## src/rtl/axi_reg_slave.sv

```systemverilog
// rtl/axi_reg_slave.sv - AXI burst-capable 32-bit register file slave
// Independent write (AW/W/B) and read (AR/R) FSMs share only the register array.
module axi_reg_slave #(
  parameter int WIDTH_ID    = 4,
  parameter int WIDTH_AD    = 32,
  parameter int ADDR_LENGTH = 6
) (
  input  logic                ACLK,
  input  logic                ARESET,
  input  logic [WIDTH_ID-1:0] AWID,
  input  logic [WIDTH_AD-1:0] AWADDR,
  input  logic [3:0]          AWLEN,
  input  logic                AWVALID,
  output logic                AWREADY,
  input  logic [31:0]         WDATA,
  input  logic [3:0]          WSTRB,
  input  logic                WLAST,
  input  logic                WVALID,
  output logic                WREADY,
  output logic [WIDTH_ID-1:0] BID,
  output logic [1:0]          BRESP,
  output logic                BVALID,
  input  logic                BREADY,
  input  logic [WIDTH_ID-1:0] ARID,
  input  logic [WIDTH_AD-1:0] ARADDR,
  input  logic [3:0]          ARLEN,
  input  logic                ARVALID,
  output logic                ARREADY,
  output logic [WIDTH_ID-1:0] RID,
  output logic [31:0]         RDATA,
  output logic [1:0]          RRESP,
  output logic                RLAST,
  output logic                RVALID,
  input  logic                RREADY
);

  localparam int NREG = 2 ** (ADDR_LENGTH - 2);
  localparam int IDXW = ADDR_LENGTH - 2;

  typedef enum logic [1:0] {W_IDLE, W_DATA, W_RESP} wstate_t;
  typedef enum logic {R_IDLE, R_DATA} rstate_t;

  wstate_t r_wstate, w_wstate_next;
  rstate_t r_rstate, w_rstate_next;

  logic [31:0]         r_regs [0:NREG-1];

  logic [WIDTH_ID-1:0] r_awid;
  logic [WIDTH_AD-1:0] r_awaddr;
  logic [3:0]          r_awlen;
  logic [3:0]          r_wcount;
  logic                r_werr;

  logic [WIDTH_ID-1:0] r_arid;
  logic [WIDTH_AD-1:0] r_araddr;
  logic [3:0]          r_arlen;
  logic [3:0]          r_rcount;
  logic [31:0]         r_rdata;
  logic                r_rerr;

  logic                w_aw_hs, w_w_hs, w_ar_hs, w_r_hs;
  logic                w_wr_oor, w_wcount_last, w_wlast_err, w_wburst_end;
  logic [IDXW-1:0]     w_wr_idx;
  logic [WIDTH_AD-1:0] w_rd_addr;
  logic                w_rd_oor;
  logic [IDXW-1:0]     w_rd_idx;

  assign w_aw_hs = AWVALID & AWREADY;
  assign w_w_hs  = WVALID & WREADY;
  assign w_ar_hs = ARVALID & ARREADY;
  assign w_r_hs  = RVALID & RREADY;

  assign w_wr_oor      = (r_awaddr >> ADDR_LENGTH) != '0;
  assign w_wr_idx      = r_awaddr[ADDR_LENGTH-1:2];
  assign w_wcount_last = (r_wcount == r_awlen);
  assign w_wlast_err   = (WLAST != w_wcount_last);
  assign w_wburst_end  = w_w_hs & (WLAST | w_wcount_last);

  // Read data is registered from the address of the beat about to be presented,
  // so it stays stable while RREADY is low even if the same register is written.
  assign w_rd_addr = (r_rstate == R_IDLE) ? ARADDR : r_araddr + WIDTH_AD'(4);
  assign w_rd_oor  = (w_rd_addr >> ADDR_LENGTH) != '0;
  assign w_rd_idx  = w_rd_addr[ADDR_LENGTH-1:2];

  always_ff @(posedge ACLK) begin
    if (ARESET) begin
      r_wstate <= W_IDLE;
      r_rstate <= R_IDLE;
    end else begin
      r_wstate <= w_wstate_next;
      r_rstate <= w_rstate_next;
    end
  end

  always_comb begin
    w_wstate_next = r_wstate;
    AWREADY       = 1'b0;
    WREADY        = 1'b0;
    BVALID        = 1'b0;
    BID           = '0;
    BRESP         = 2'b00;
    case (r_wstate)
      W_IDLE: begin
        AWREADY = ~ARESET;
        if (w_aw_hs) w_wstate_next = W_DATA;
      end
      W_DATA: begin
        WREADY = 1'b1;
        if (w_wburst_end) w_wstate_next = W_RESP;
      end
      W_RESP: begin
        BVALID = 1'b1;
        BID    = r_awid;
        BRESP  = r_werr ? 2'b10 : 2'b00;
        if (BREADY) w_wstate_next = W_IDLE;
      end
      default: w_wstate_next = W_IDLE;
    endcase
  end

  always_comb begin
    w_rstate_next = r_rstate;
    ARREADY       = 1'b0;
    RVALID        = 1'b0;
    RID           = '0;
    RDATA         = '0;
    RRESP         = 2'b00;
    RLAST         = 1'b0;
    case (r_rstate)
      R_IDLE: begin
        ARREADY = ~ARESET;
        if (w_ar_hs) w_rstate_next = R_DATA;
      end
      R_DATA: begin
        RVALID = 1'b1;
        RID    = r_arid;
        RDATA  = r_rdata;
        RRESP  = r_rerr ? 2'b10 : 2'b00;
        RLAST  = (r_rcount == r_arlen);
        if (w_r_hs && RLAST) w_rstate_next = R_IDLE;
      end
      default: w_rstate_next = R_IDLE;
    endcase
  end

  always_ff @(posedge ACLK) begin
    if (ARESET) begin
      r_awid   <= '0;
      r_awaddr <= '0;
      r_awlen  <= '0;
      r_wcount <= '0;
      r_werr   <= 1'b0;
      for (int i = 0; i < NREG; i++) r_regs[i] <= '0;
    end else begin
      if (w_aw_hs) begin
        r_awid   <= AWID;
        r_awaddr <= AWADDR;
        r_awlen  <= AWLEN;
        r_wcount <= '0;
        r_werr   <= 1'b0;
      end
      if (w_w_hs) begin
        if (!w_wr_oor) begin
          for (int b = 0; b < 4; b++) begin
            if (WSTRB[b]) r_regs[w_wr_idx][8*b +: 8] <= WDATA[8*b +: 8];
          end
        end
        r_awaddr <= r_awaddr + WIDTH_AD'(4);
        r_wcount <= r_wcount + 4'd1;
        if (w_wr_oor || w_wlast_err) r_werr <= 1'b1;
      end
    end
  end

  always_ff @(posedge ACLK) begin
    if (ARESET) begin
      r_arid   <= '0;
      r_araddr <= '0;
      r_arlen  <= '0;
      r_rcount <= '0;
      r_rdata  <= '0;
      r_rerr   <= 1'b0;
    end else begin
      if (w_ar_hs) begin
        r_arid   <= ARID;
        r_araddr <= ARADDR;
        r_arlen  <= ARLEN;
        r_rcount <= '0;
      end
      if (w_r_hs) begin
        r_araddr <= r_araddr + WIDTH_AD'(4);
        r_rcount <= r_rcount + 4'd1;
      end
      if (w_ar_hs || w_r_hs) begin
        r_rdata <= w_rd_oor ? 32'd0 : r_regs[w_rd_idx];
        r_rerr  <= w_rd_oor;
      end
    end
  end

endmodule

```

## config.mk

```make
export PLATFORM = sky130hd
export DESIGN_NAME = axi_reg_slave
export DESIGN_NICKNAME = d
export VERILOG_FILES = /design/src/rtl/axi_reg_slave.sv
export SDC_FILE = /design/constraint.sdc
export NUM_CORES = 1
export LEC_CHECK = 0
export ABC_CLOCK_PERIOD_IN_PS = 6790
export BUFFER_PORTS_ARGS = -buffer_cell sky130_fd_sc_hd__buf_2
export CELL_PAD_IN_SITES_DETAIL_PLACEMENT = 1
export CELL_PAD_IN_SITES_GLOBAL_PLACEMENT = 2
export CORE_ASPECT_RATIO = 1.4
export CORE_MARGIN = 2
export CORE_UTILIZATION = 46
export CTS_CLUSTER_SIZE = 8
export DETAILED_ROUTE_END_ITERATION = 8
export PLACE_DENSITY_LB_ADDON = 0.1
export SLEW_MARGIN = 20
export SYNTH_ARGS = -nofsm -noshare
export SYNTH_HDL_FRONTEND = slang
export SYNTH_SLANG_ARGS = --single-unit
```

## constraint.sdc

```tcl
create_clock -name ACLK -period 6.79 [get_ports ACLK]
set_input_delay 0.679 -clock ACLK [delete_from_list [all_inputs] [get_ports ACLK]]
set_output_delay 0.679 -clock ACLK [all_outputs]
set_load 0.005 [all_outputs]
```

Yosys cells after proc, flatten, opt, wreduce, memory -nomap -nowiden. Memories as Yosys holds them, arrays and structs flattened. Index checks and enable logic that the tools add are counted.

Bits of input ports: 124. Bits in writable memories: 512. Memories: 1. Bits in registers: 125. Word-level logic and storage cells: 102. Output and inout port bits: 50.

Reductions and logical operators: 10. Equal/unequal tests: 8. Bitwise gates (word level): 8. $add $sub $neg: 4. Mux-type cells: 58.

Memories: r_regs (depth 16, width 32, read ports 1, clocked after Yosys merged registers in 0, write ports 16, line 46) `logic [31:0] r_regs [0:NREG-1];`.

Operator list (number): $mux W32 (8); $add A32 B3 Y32 const B (2); $reduce_bool A32 Y1 (2); $mux W1 (33); $mux W4 (8); $reduce_or A32 Y1 (1); $mux W2 (7); $add A4 B1 Y4 const B (2); $eq A4 B4 Y1 (2); $ne A2 B2 Y1 const B (3); $pmux W2 S3 (1); $and A1 B1 Y1 (5); $reduce_bool A2 Y1 (2); $reduce_and A3 Y1 (1); $eq A2 B1 Y1 const B (1); $eq A2 B2 Y1 const B (1); $logic_not A2 Y1 (1); $logic_or A1 B1 Y1 (2); $not A1 Y1 (2); $pmux W1 S2 (1); $logic_and A1 B1 Y1 (1); $ne A1 B1 Y1 (1); $or A1 B1 Y1 (1).

Longest topological paths before layout.
Word-level depth: 8. Mapped depth: 11.

Worst setup path after synthesis. No wires, ideal clock.

Path kind: register to register. From: reg r_awaddr[13]. To: mem r_regs[15][16], enable pin. Slack: 3.989 ns. Arrival time: 2.417 ns. Clock period less this slack: 2.801 ns. Cell stages (with the launch flop): 8. Setup time: 0.384 ns. Path through: dfxtp_1 > or4_1 > nor3_1 > nand4_1 > nor3_1 > nand2_1 > clkbuf_1 > o21ai_0.

RTL lines: from (decl) (line 49) `logic [WIDTH_AD-1:0] r_awaddr;`; from (signal assigned) (line 168) `r_awaddr <= r_awaddr + WIDTH_AD'(4);`; to (decl) (line 46).

==> run_results.csv <==
group,metric,value,unit
status,status,"completed",
synth,synthesis.area,29700,sq um
power,p_int,7.15,mW
hold_path,min_path_type,"in -> reg",
floorplanning,core_area,64000,sq um
routing,drt_pass1_iterations,4,
timing,rsz0062_at_grt,"false",
routing,highest_layer,"met4",
timing,min_period,4.39,ns
routing,wl,83700,um
layout,fill_cells,6542,
timing,hold_viol,0,
clocking,clk_latency,0.65,ns
critical_path,critical_path.cell_chain,"or4_1 > nor3_1 > nand4_1 > nor3_4 > nand2_1 > o21ai_0 > buf_4",
routing,drt-wirelength-per-cell,24.7,um
routing,routed-via-count,19500,
critical_path,cp_data_required_time,7.13,ns
timing,relSlewSlack,0.252,
timing,drv_slew,0,
synth,synth_flop_cell,"edfxtp_1",
grt,grt_max_degree,129,
layout,diodes,0,
clocking,cts_tree,"built",
clocking,ctsResizeCount,0,
synth,synth_edf_count,512,
floorplanning,die_y,304,um
critical_path,path_delay_family,"simple AND/OR/NAND/NOR gates",
power,powerDensity,280,nW/um^2
timing,fin_tns_setup,0,ns
placed_design,hpwl,56100,um
critical_path,cp_max_fo,32,
clocking,htree_num_levels,3,
critical_path,path_buf_inv,1,
floorplanning,dieArea,66600,sq um
clocking,cts.clk_slew.worst_paths,0.05,ns
layout,drive_above_1_share,0.174,
routing,dr_wl_met3,3940,um
timing,fin_crit_sh,0.646,
grt,grt_pass1_wl,128000,um
timing,skew,0.0327,ns
power,peakVddDrop,0.203,mV
power,sw_frac_of_total,0.244,
synth,syn_avg_cell_area,12.6,sq um
routing,drtIter0Drc,1371,
timing,max_freq,228,MHz
clocking,postCtsSetupBuffers,0,
clocking,hold_buffers,0,
placed_design,post-place-ws,2.23,ns
critical_path,start_kind,"register",
clocking,clockBufferDepth,3,
synth,synth_top_area_share,0.518,
layout,final_nets,2617,
placed_design,gp_congestion,0.805,
layout,area_delta_synth_final,13.9,%
critical_path,crit_type,"reg -> reg",
timing,tightest_slew,1.11,ns
routing,drtAntennaViolNets,0,
critical_path,cp_slowest_cell,"nand2_1",
synth,ys_seq_elements,633,
floorplanning,rows,110,
grt,grt-ovfl-total,0,
power,leakagePower,12.3,nW
placed_design,portBuffers,167,
power,p_clk_frac,0.439,
synth,yosysSeqAreaShare,0.600,
clocking,numCtsBuffers,89,
synth,synthMostInstantiatedCell,"and2_1",
clocking,cts_root_buffer,"clkbuf_16",
floorplanning,design.portCount,174,
floorplanning,initial_core_util,0.464,
synth,netlist-cell-type-count,61,
grt,antenna_found_initial,1,
floorplanning,die_x,219,um
power,switching_power,2.30,mW
synth,syn_inst,2358,
synth,netlist_top_cells_area,"edfxtp_1, and2_1, mux4_2, dfxtp_1, o21ai_0",
clocking,cts_sinks,633,
synth,yosys_warnings,0,
power,comb_power_share,0.093,
routing,viasPerCell,5.77,
synth,synth.largest_area_cell,"edfxtp_1",
routing,wl_met2,43800,um
grt,grt_pass1_vias,21000,
critical_path,cp-end-kind,"register",
power,seqPwrFrac,0.468,
critical_path,r2r_setup_slack,2.40,ns
routing,drc,0,
timing,layout_setup_ws,2.40,ns
grt,grt_usage,0.255,
routing,met1_length,33300,um
synth,async_reset_ff_frac,0,
run,cap_violations,0,
critical_path,arrival,4.73,ns
critical_path,cpPeakStageDelay,0.87,ns
synth,synth_common_cells,"and2_1, edfxtp_1, nor2_1",
timing,final-setup-viol-count,0,
==> cell families (layout without fill, tap and decap cells) <==
kind of cell,after synthesis,after routing,share of synthesized area
muxes,134,134,0.0992
buffers and inverters,168,354,0.0226
DFF,633,633,0.600
adders and majority gates,8,8,0.00337
AOI/OAI and AO/OA,363,363,0.0780
and+or+nand+nor,1028,1028,0.190
xor gates and xnor gates,23,23,0.00679
other,1,2,0.000126
==> through the flow <==
stage / cells / instance area (sq um) / utilization / power (mW) / hold slack (ns)
3_3_place_gp: 3232 / 31200 / 0.487 / 5.34 / 0.434
5_1_grt: 3385 / 33800 / 0.528 / 9.74 / 0.237
3_5_place_dp: 3232 / 31200 / 0.487 / 5.38 / 0.440
6_report: 3385 / 33800 / 0.528 / 9.45 / 0.236
2_1_floorplan: 2359 / 29700 / - / 5.03 / 0.417
4_1_cts: 3383 / 33800 / 0.527 / 9.53 / 0.200
==> final timing paths <==
| path | from | end | cells past startpoint |
|---|---|---|---|
| worst max register to register | r_awaddr[13] | r_regs[10][2] | 7 |
| worst min-delay path | AWID[0] | r_awid[0] | 3 |
| worst max-delay path | r_awaddr[13] | r_regs[10][2] | 7 |
| worst min register to register | r_rdata[27] | r_rdata[27] | 2 |
==> sequential cells by signal, indices dropped and copies added (netlist names) <==
signal / count
r_arlen: 4
r_arid: 4
r_awlen: 4
r_awaddr: 30
r_regs: 512
r_wcount: 4
r_araddr: 30
r_awid: 4
r_rdata: 32
r_rstate: 1
r_werr: 1
r_wstate: 2
r_rerr: 1
r_rcount: 4
==> layout by cell type (no fill, tap or decap), types with 4 or more instances in the layout <==
cell type    n
nand4_1     18
a31oi_1     12
a21oi_1     53
inv_1       11
dfxtp_1    120
nor2_1     149
buf_2      167
a211oi_1    10
o211ai_1     4
edfxtp_1   512
nor2b_1      4
o21ai_1     85
or4_1        5
o21ai_0     74
and2_1     559
nand3_1     44
nor4_1      29
o31ai_1      4
clkbuf_16   91
a22oi_1      9
ha_1         8
buf_4       21
or3_1        4
mux4_2     128
and3_1       7
a311oi_1     8
o21a_1       7
a221oi_1     8
nand2_1    144
clkbuf_1    54
nor3_1      33
and4_1       6
xor2_1       8
xnor2_1     15
nor2_2       5
a22o_1      65
==> per-layer routing <==
metal	vias to the layer above	track usage
met5	-	0
met4	0	0.0933
met3	146	0.0333
met2	510	0.457
met1	9931	0.311
li1	8934	-
==> power groups by stage <==
stage	Combinational, mW	Sequential [mW]	Clock [mW]
2_1_floorplan	0.585	4.45	0
3_3_place_gp	0.851	4.49	0
3_5_place_dp	0.875	4.50	0
4_1_cts	0.880	4.43	4.22
5_1_grt	0.944	4.44	4.36
6_report	0.876	4.42	4.15
==> final cells by class <==
cell class	count	area (sq um)	area share
clock buffers	145	2480	0.0734
clock inverters	6	78.8	0.00233
inverters	12	46.3	0.00137
multi-input cells	1558	11300	0.334
flip-flops and latches	633	17800	0.527
well taps	840	1050	0.0311
repair buffers	191	1050	0.0312
==> worst min-delay path, cell delays in order <==
cell and delay [ns]:
buf_2 0.07, nand2_1 0.04, nand2_1 0.04
Note: power is estimated with default switching activity, not from simulation.
